===== src/rtl/vline_motion_ctrl_if.sv =====
// Link between the vertical line motion controller and the line position
// counter chain: strobes and load data out, current coordinate back in.
interface vline_motion_ctrl_if;
    logic [15:0] ycoord;
    logic        UP;
    logic        DW;
    logic        LD;
    logic [15:0] ld_val;

    // The motion controller drives the strobes and reads the coordinate
    modport master (
        input  ycoord,
        output UP,
        output DW,
        output LD,
        output ld_val
    );

    // The counter chain consumes the strobes and reports the coordinate
    modport slave (
        output ycoord,
        input  UP,
        input  DW,
        input  LD,
        input  ld_val
    );
endinterface


===== src/rtl/vline_motion_ctrl.sv =====
// Vertical line motion controller.
// Turns debounced buttons and the per-frame tick into single-cycle UP/DW/LD
// strobes for the line position counter, and stops or reverses at the
// playfield limits using the coordinate read back from the counter.
// Optional feature macro: VLINE_BOUNCE_EN (reverse at a limit instead of
// stopping).
module vline_motion_ctrl #(
    parameter int Y_MIN    = 18,
    parameter int Y_MAX    = 487,
    parameter int CENTER   = 252,
    parameter int STEP_DIV = 2
) (
    input  logic                clk,
    input  logic                reset,
    input  logic                frame,
    input  logic                btnU,
    input  logic                btnD,
    input  logic                btnC,
    vline_motion_ctrl_if.master cnt,
    output logic [1:0]          state
);

    typedef enum logic [1:0] {
        IDLE = 2'b00,
        INC  = 2'b01,
        DEC  = 2'b10
    } state_t;

    localparam logic [15:0] YMinV   = 16'(Y_MIN);
    localparam logic [15:0] YMaxV   = 16'(Y_MAX);
    localparam logic [15:0] LdValue = 16'(CENTER);
    localparam logic [3:0]  DivLast = 4'(STEP_DIV - 1);

    state_t      cur;
    logic [3:0]  divider;
    logic        upReg;
    logic        dwReg;
    logic        ldReg;

    // Button pipelines, bit order {C, D, U}
    logic [2:0]  btnMeta;
    logic [2:0]  btnSync;
    logic [2:0]  btnPrev;
    logic [2:0]  btnEdge;
    logic        goUp;
    logic        goDown;
    logic        stepTick;

    assign btnEdge  = btnSync & ~btnPrev;
    assign goUp     = btnEdge[0] & ~btnEdge[1];
    assign goDown   = btnEdge[1] & ~btnEdge[0];
    assign stepTick = frame && (divider == DivLast);

    assign cnt.UP     = upReg;
    assign cnt.DW     = dwReg;
    assign cnt.LD     = ldReg;
    assign cnt.ld_val = LdValue;
    assign state      = cur;

    // Bring the asynchronous buttons into the clock domain and keep the
    // previous synchronized level for rising-edge detection
    always_ff @(posedge clk or negedge reset) begin
        if (!reset) begin
            btnMeta <= 3'b000;
            btnSync <= 3'b000;
            btnPrev <= 3'b000;
        end else begin
            btnMeta <= {btnC, btnD, btnU};
            btnSync <= btnMeta;
            btnPrev <= btnSync;
        end
    end

    // Motion FSM with frame divider and registered one-cycle strobes;
    // recentre wins over everything, including a coincident step
    always_ff @(posedge clk or negedge reset) begin
        if (!reset) begin
            cur     <= IDLE;
            divider <= 4'd0;
            upReg   <= 1'b0;
            dwReg   <= 1'b0;
            ldReg   <= 1'b0;
        end else begin
            upReg <= 1'b0;
            dwReg <= 1'b0;
            ldReg <= 1'b0;
            if (btnEdge[2]) begin
                ldReg   <= 1'b1;
                cur     <= IDLE;
                divider <= 4'd0;
            end else begin
                case (cur)
                    IDLE: begin
                        if (goUp) begin
                            cur     <= INC;
                            divider <= 4'd0;
                        end else if (goDown) begin
                            cur     <= DEC;
                            divider <= 4'd0;
                        end
                    end
                    INC: begin
                        if (goDown) begin
                            cur     <= DEC;
                            divider <= 4'd0;
                        end else if (stepTick) begin
                            divider <= 4'd0;
                            if (cnt.ycoord < YMaxV) begin
                                upReg <= 1'b1;
                            end else begin
`ifdef VLINE_BOUNCE_EN
                                cur <= DEC;
`else
                                cur <= IDLE;
`endif
                            end
                        end else if (frame) begin
                            divider <= divider + 4'd1;
                        end
                    end
                    DEC: begin
                        if (goUp) begin
                            cur     <= INC;
                            divider <= 4'd0;
                        end else if (stepTick) begin
                            divider <= 4'd0;
                            if (cnt.ycoord > YMinV) begin
                                dwReg <= 1'b1;
                            end else begin
`ifdef VLINE_BOUNCE_EN
                                cur <= INC;
`else
                                cur <= IDLE;
`endif
                            end
                        end else if (frame) begin
                            divider <= divider + 4'd1;
                        end
                    end
                    default: begin
                        cur     <= IDLE;
                        divider <= 4'd0;
                    end
                endcase
            end
        end
    end

endmodule


===== src/flat_wrapper.sv =====
// flat-port wrapper written by rule: the top's interface ports become plain ports
module vline_motion_ctrl_flat 
#(
    parameter int Y_MIN    = 18,
    parameter int Y_MAX    = 487,
    parameter int CENTER   = 252,
    parameter int STEP_DIV = 2
)
  (clk, reset, frame, btnU, btnD, btnC, state, cnt_ycoord, cnt_UP, cnt_DW, cnt_LD, cnt_ld_val);
  vline_motion_ctrl_if cnt_i ();
  input  logic clk;
  input  logic reset;
  input  logic frame;
  input  logic btnU;
  input  logic btnD;
  input  logic btnC;
  output logic [1:0] state;
  input wire logic [$bits(cnt_i.ycoord)-1:0] cnt_ycoord;
  output wire logic [$bits(cnt_i.UP)-1:0] cnt_UP;
  output wire logic [$bits(cnt_i.DW)-1:0] cnt_DW;
  output wire logic [$bits(cnt_i.LD)-1:0] cnt_LD;
  output wire logic [$bits(cnt_i.ld_val)-1:0] cnt_ld_val;
  assign cnt_i.ycoord = cnt_ycoord;
  assign cnt_UP = cnt_i.UP;
  assign cnt_DW = cnt_i.DW;
  assign cnt_LD = cnt_i.LD;
  assign cnt_ld_val = cnt_i.ld_val;
  vline_motion_ctrl #(.Y_MIN(Y_MIN), .Y_MAX(Y_MAX), .CENTER(CENTER), .STEP_DIV(STEP_DIV)) u_core (.clk(clk), .reset(reset), .frame(frame), .btnU(btnU), .btnD(btnD), .btnC(btnC), .cnt(cnt_i), .state(state));
endmodule

===== config.mk =====
export PLATFORM = sky130hd
export DESIGN_NAME = vline_motion_ctrl_flat
export DESIGN_NICKNAME = d
export VERILOG_FILES = /design/src/rtl/vline_motion_ctrl_if.sv /design/src/rtl/vline_motion_ctrl.sv /design/src/flat_wrapper.sv
export SDC_FILE = /design/constraint.sdc
export NUM_CORES = 1
export LEC_CHECK = 0
export CAP_MARGIN = 20
export CORE_MARGIN = 8
export CORE_UTILIZATION = 55
export DETAILED_ROUTE_END_ITERATION = 6
export DONT_BUFFER_PORTS = 1
export PLACE_DENSITY = 0.74
export SLEW_MARGIN = 20
export SYNTH_ARGS = -nofsm -noshare
export SYNTH_HDL_FRONTEND = slang
export SYNTH_SLANG_ARGS = --single-unit

===== constraint.sdc =====
create_clock -name clk -period 1.8 [get_ports clk]
set_input_delay 0.36 -clock clk [delete_from_list [all_inputs] [get_ports clk]]
set_output_delay 0.36 -clock clk [all_outputs]
set_load 0.02 [all_outputs]

# Word-level counts from Yosys, hierarchy flattened
# Cells that the tools add are included.
# op_classes
addsub	1
order_cmp	2
eq_ne	8
muxes	29
bitwise	6
n_reduce_logical	3
# op_table
cell	n
$mux 4	7
$mux 2	9
$gt 16x5->1 const B	1
$lt 16x9->1 const B	1
$ne 4x1->1 const B	3
$pmux 4 s3	1
$mux 1	11
$ne 4x2->1 const B	2
$pmux 2 s3	1
$reduce_and 5->1	1
$add 4x1->4 const B	1
$eq 4x1->1 const B	1
$and 3x3->3	1
$not 3->3	1
$and 1x1->1	2
$eq 2x1->1 const B	1
$eq 2x2->1 const B	1
$logic_not 2->1	1
$not 1->1	2
$logic_and 1x1->1	1
# totals
register_bits	18
inputBits	22
out_inout_bits	21
word_cells	57

# Depth between registers and ports, before layout
# logic_depth
ltp_word	8
ltp_mapped	7
ltp_nobuf	7

# Worst setup path before layout
# Ideal clock, no wire load.
# synth_path
path_kind	reg-to-reg
startpoint	reg u_core.cur[0] (netlist: u_core.state[0])
endpoint	reg u_core.cur[1] (netlist: u_core.state[1])
setup_ps	125
arrival_time_ps	1799
required_time_ps	1675
path_slack_ps	-124
stages_incl_launch_ff	7
path_buffers	0
period_less_slack_ps	1924
path_cell_list	dfrtp_1 inv_1 ha_1 o31a_2 o211a_1 nor4_4 mux2_4
# synth_via
elab_chain_cells	3
elab_cells_between_ends	11
cone_classes	7 x eq/ne; 2 x mux; 2 x reduce/logical
# synth_rtl
item	line_no	source
start: declaration	vline_motion_ctrl.sv:34	state_t cur;
start signal: assignment	vline_motion_ctrl.sv:78	cur <= IDLE;
start signal: assignment	vline_motion_ctrl.sv:89	cur <= IDLE;
start signal: assignment	vline_motion_ctrl.sv:95	cur <= INC;
$eq 2x2->1 (tied with other cells)	vline_motion_ctrl.sv:92	case (cur)
$ne 4x1->1 (no line) (tied with other cells)	n/a	
$reduce_and 5->1 (no line) / $mux 2 (equally long branches)	n/a	
# Parallel ways exist; a longest one is shown, timed or not.
# A chain may end at the register's enable or synchronous reset.

# Worst setup path after layout
# layout_path
startpoint	reg u_core.btnPrev[1]
endpoint	reg u_core.cur[1] (netlist: u_core.state[1])
# layout_via
elab_chain_cells	7
elab_cells_between_ends	16
cone_classes	5 x eq/ne; 5 x mux; 5 x bitwise; 1 x reduce/logical
# layout_rtl
item	line_no	source
start: declaration	vline_motion_ctrl.sv:43	logic [2:0] btnPrev;
start signal: assignment	vline_motion_ctrl.sv:70	btnPrev <= btnSync;
$not 3->3 *	vline_motion_ctrl.sv:49	assign btnEdge = btnSync & ~btnPrev;
$and 3x3->3 *	vline_motion_ctrl.sv:49	
$not 1->1	vline_motion_ctrl.sv:50	assign goUp = btnEdge[0] & ~btnEdge[1];
$and 1x1->1	vline_motion_ctrl.sv:50	
$mux 2, on equally long branches	vline_motion_ctrl.sv:122, vline_motion_ctrl.sv:94	
$pmux 2 s3	vline_motion_ctrl.sv:92	
$mux 2	vline_motion_ctrl.sv:87	if (btnEdge[2]) begin
end signal: assignment	vline_motion_ctrl.sv:89	
end signal: assignment	vline_motion_ctrl.sv:95	
end signal: assignment	vline_motion_ctrl.sv:123	cur <= INC;
# Every way passes the cells marked *; elsewhere a longest branch is shown, timed or not.

==> flow_summary.json <==
{
  "clockRootBuffer": "clkbuf_4",
  "cts-htree-levels": 1,
  "placed_cell_area_um2": 1090,
  "multi_input_area_um2": 561,
  "min_delay_path_depth": 0,
  "num_io_pins": 43,
  "grt_pass1_vias": 704,
  "cp_data_arrival_time_ps": 1980,
  "critical_path.max_stage_delay_ps": 370,
  "synth.area.mux_share_pct": 1.41,
  "regArea_um2": 453,
  "power_density_nw_per_um2": 1120,
  "slowest_stage": "dfrtp_1",
  "power_frac_seq_pct": 35.5,
  "dr_wl_met2_um": 1170,
  "area_growth_pct": 12.3,
  "finalNetCount": 140,
  "r2r_cells": 5,
  "initial_utilization_pct": 56.1,
  "synthAdderAreaFrac_pct": 7.03,
  "grt_max_degree": 19,
  "slew-limit-headroom_pct": 46.6,
  "start_kind": "flip-flop",
  "grt_overflow": 0,
  "p_int_uw": 866,
  "synth_top_family_by_area": "simple AND/OR/NAND/NOR gates",
  "min_period_over_period_pct": 99.7,
  "clk_latency_ps": 290,
  "combPwrFrac_pct": 46.1,
  "cts_tree": "built",
  "die-height_um": 60.1,
  "cp-end-kind": "flip-flop",
  "power.leakage_uw": 0.000572,
  "maxCapViolations": 0,
  "stdcell_area_um2": 1200,
  "hp-class": "in2reg",
  "routed-via-count": 723,
  "rows": 16,
  "ys_async_sr_fraction_pct": 100,
  "place_congestion": 0.985,
  "drt-met1-wl_um": 745,
  "p_clk_share_pct": 18.5,
  "drv_slew": 0,
  "status": "finished, final reports clean",
  "track_usage_pct": 11.1,
  "pre_cts_ws_ps": -31.4,
  "seq_area_frac_synth_pct": 42.2,
  "antenna_cells": 0,
  "yosys_warnings": 0,
  "core-area_um2": 1900,
  "crit_required_ps": 1980,
  "cp.depth": 5,
  "layout_setup_ws_ps": 5.06,
  "finalHoldViolations": 0,
  "synth_cells": 97,
  "firstDrtPassIters": 4,
  "period_minus_slack_ps": 1790,
  "fin_skew_ps": 1.12,
  "drt_iter0_drc": 12,
  "irDropWorstVdd_uv": 643,
  "clk_pin_slew_worst_paths_ps": 110,
  "synth_xor_area_share_pct": 0,
  "die_x_um": 60.1,
  "finalSetupViolations": 0,
  "cts.path.max_buffers": 2,
  "crit_buf_inv": 0,
  "fmax_mhz": 557,
  "rsz0062_at_grt": "true",
  "tightest_slew_ps": 799,
  "cp_top_family": "compound AO/OA/AOI/OAI gates",
  "synth-simple-area-share_pct": 23.0,
  "p_sw_uw": 482,
  "clock-sinks": 18,
  "drtAntennaViolNets": 0,
  "wl_met3_um": 144,
  "grt_pass1_wl_um": 3060,
  "synth_compound_area_share_pct": 12.3,
  "top_layer": "met4",
  "dp_hpwl_um": 1640,
  "drt_drc_violations_left": 0,
  "synth-seq-cells": 18,
  "syn_avg_cell_area_um2": 11.0,
  "path_cells": "nand2b_1 > o31a_4 > o211a_1 > nor4_4 > mux2_4",
  "mostFrequentLayoutCells": "conb_1, dfrtp_1, buf_4",
  "nFillCells": 147,
  "antenna_found_initial": 0,
  "worstPathMaxFanout": 5,
  "setup.worst_path.class": "reg2reg",
  "yosysUniqueCellTypes": 34,
  "die-area_um2": 3610,
  "yosys_most_used_dff": "dfrtp_1",
  "drive_gt1_share_pct": 28.8,
  "portBuffers": 0,
  "syn-cell-area_um2": 1070,
  "synth_edf_count": 0,
  "numCtsBuffers": 3,
  "switching_share_pct": 35.7,
  "post_drt_wl_per_cell_um": 15.2,
  "routed_wl_um": 2100,
  "viasPerCell": 5.24
}
[synth_stat cells, types with 2 or more instances]
cell type / number / area (µm²)
dfrtp_1: 18 / 450
buf_4: 16 / 120
nor2_1: 7 / 26.3
ha_1: 6 / 75.1
inv_1: 6 / 22.5
nand2_1: 6 / 22.5
nor4_1: 3 / 18.8
nor4_4: 3 / 63.8
a211o_1: 2 / 17.5
a21o_1: 2 / 15.0
conb_1: 2 / 7.51
nand4_1: 2 / 12.5
nor4b_1: 2 / 17.5
o2111ai_1: 2 / 17.5
[cell type report]
class,count,area share [%]
Multi-Input combinational cell,71,46.8
Sequential cell,18,37.8
Timing Repair Buffer,12,7.72
Clock buffer,4,3.03
Tap cell,27,2.82
Inverter,6,1.88
[what timing repair did]
item | CTS | global route
buffers inserted | 0 | 4
hold endpoints to repair | 18 | 0
cloned | 0 | 0
pin swaps | 0 | 5
hold buffers | 1 | 0
gates resized for setup | 1 | 8
setup endpoints to repair | 1 | 5
[through the flow]
| stage | setup TNS, ps | instances | hold WS (ps) | utilization [%] | total power [µW] |
|---|---|---|---|---|---|
| 2_1_floorplan | -45.8 | 111 | 64.4 | - | 863 |
| 3_3_place_gp | 0 | 129 | 64.9 | 57.2 | 986 |
| 3_5_place_dp | -31.4 | 129 | 65.0 | 57.2 | 1010 |
| 4_1_cts | 0 | 134 | 76.9 | 59.7 | 1270 |
| 5_1_grt | -65.9 | 138 | 57.2 | 63.0 | 1430 |
| 6_report | 0 | 138 | 88.2 | 63.0 | 1350 |
[kinds of logic (layout without fill, tap and decap cells)]
group | count (synthesis) | after routing
and+or+nand+nor | 32 | 32
buffers and inverters | 22 | 22
DFF | 18 | 18
AOI/OAI and AO/OA | 16 | 16
adders and majority gates | 6 | 6
other | 2 | 16
muxes | 1 | 1
[power groups by stage]
stage	registers (µW)	logic, µW	clock network, µW
after CTS	469	547	260
after detailed placement	477	533	0
after global placement	474	511	0
final	478	621	249
after floorplan	507	356	0
after global routing	484	666	277
[flip-flops by register name (all words and copies together), names as in the netlist]
| name | count |
|---|---|
| u_core.state | 2 |
| u_core.cnt.DW | 1 |
| u_core.btnMeta | 3 |
| u_core.divider | 4 |
| u_core.btnPrev | 3 |
| u_core.btnSync | 3 |
| u_core.cnt.UP | 1 |
| u_core.cnt.LD | 1 |
[worst register-to-register path, cell delays in order, from the launching register on]
cell and delay [ps]:
dfrtp_1 370, nand2b_1 220, o31a_4 370, o211a_1 150, nor4_4 250, mux2_4 320
[layer usage]
layer / GRT usage [%] / up-vias
met2: 20.0 / 26
li1: - / 338
met3: 2.37 / 4
met4: 4.08 / 0
met5: 0 / -
met1: 12.3 / 355
[final timing paths]
check                             startpoint           endpoint  slack (ps)
setup / recovery           u_core.btnPrev[1]    u_core.state[1]           5
hold / removal                          btnC  u_core.btnMeta[2]          90
setup reg to reg           u_core.btnPrev[1]    u_core.state[1]           5
hold reg to reg            u_core.btnMeta[1]  u_core.btnSync[1]         360
max in group asynchronous              reset    u_core.state[0]         670
min in group asynchronous              reset      u_core.cnt.UP         590
Note: power is estimated with default switching activity, not from simulation.
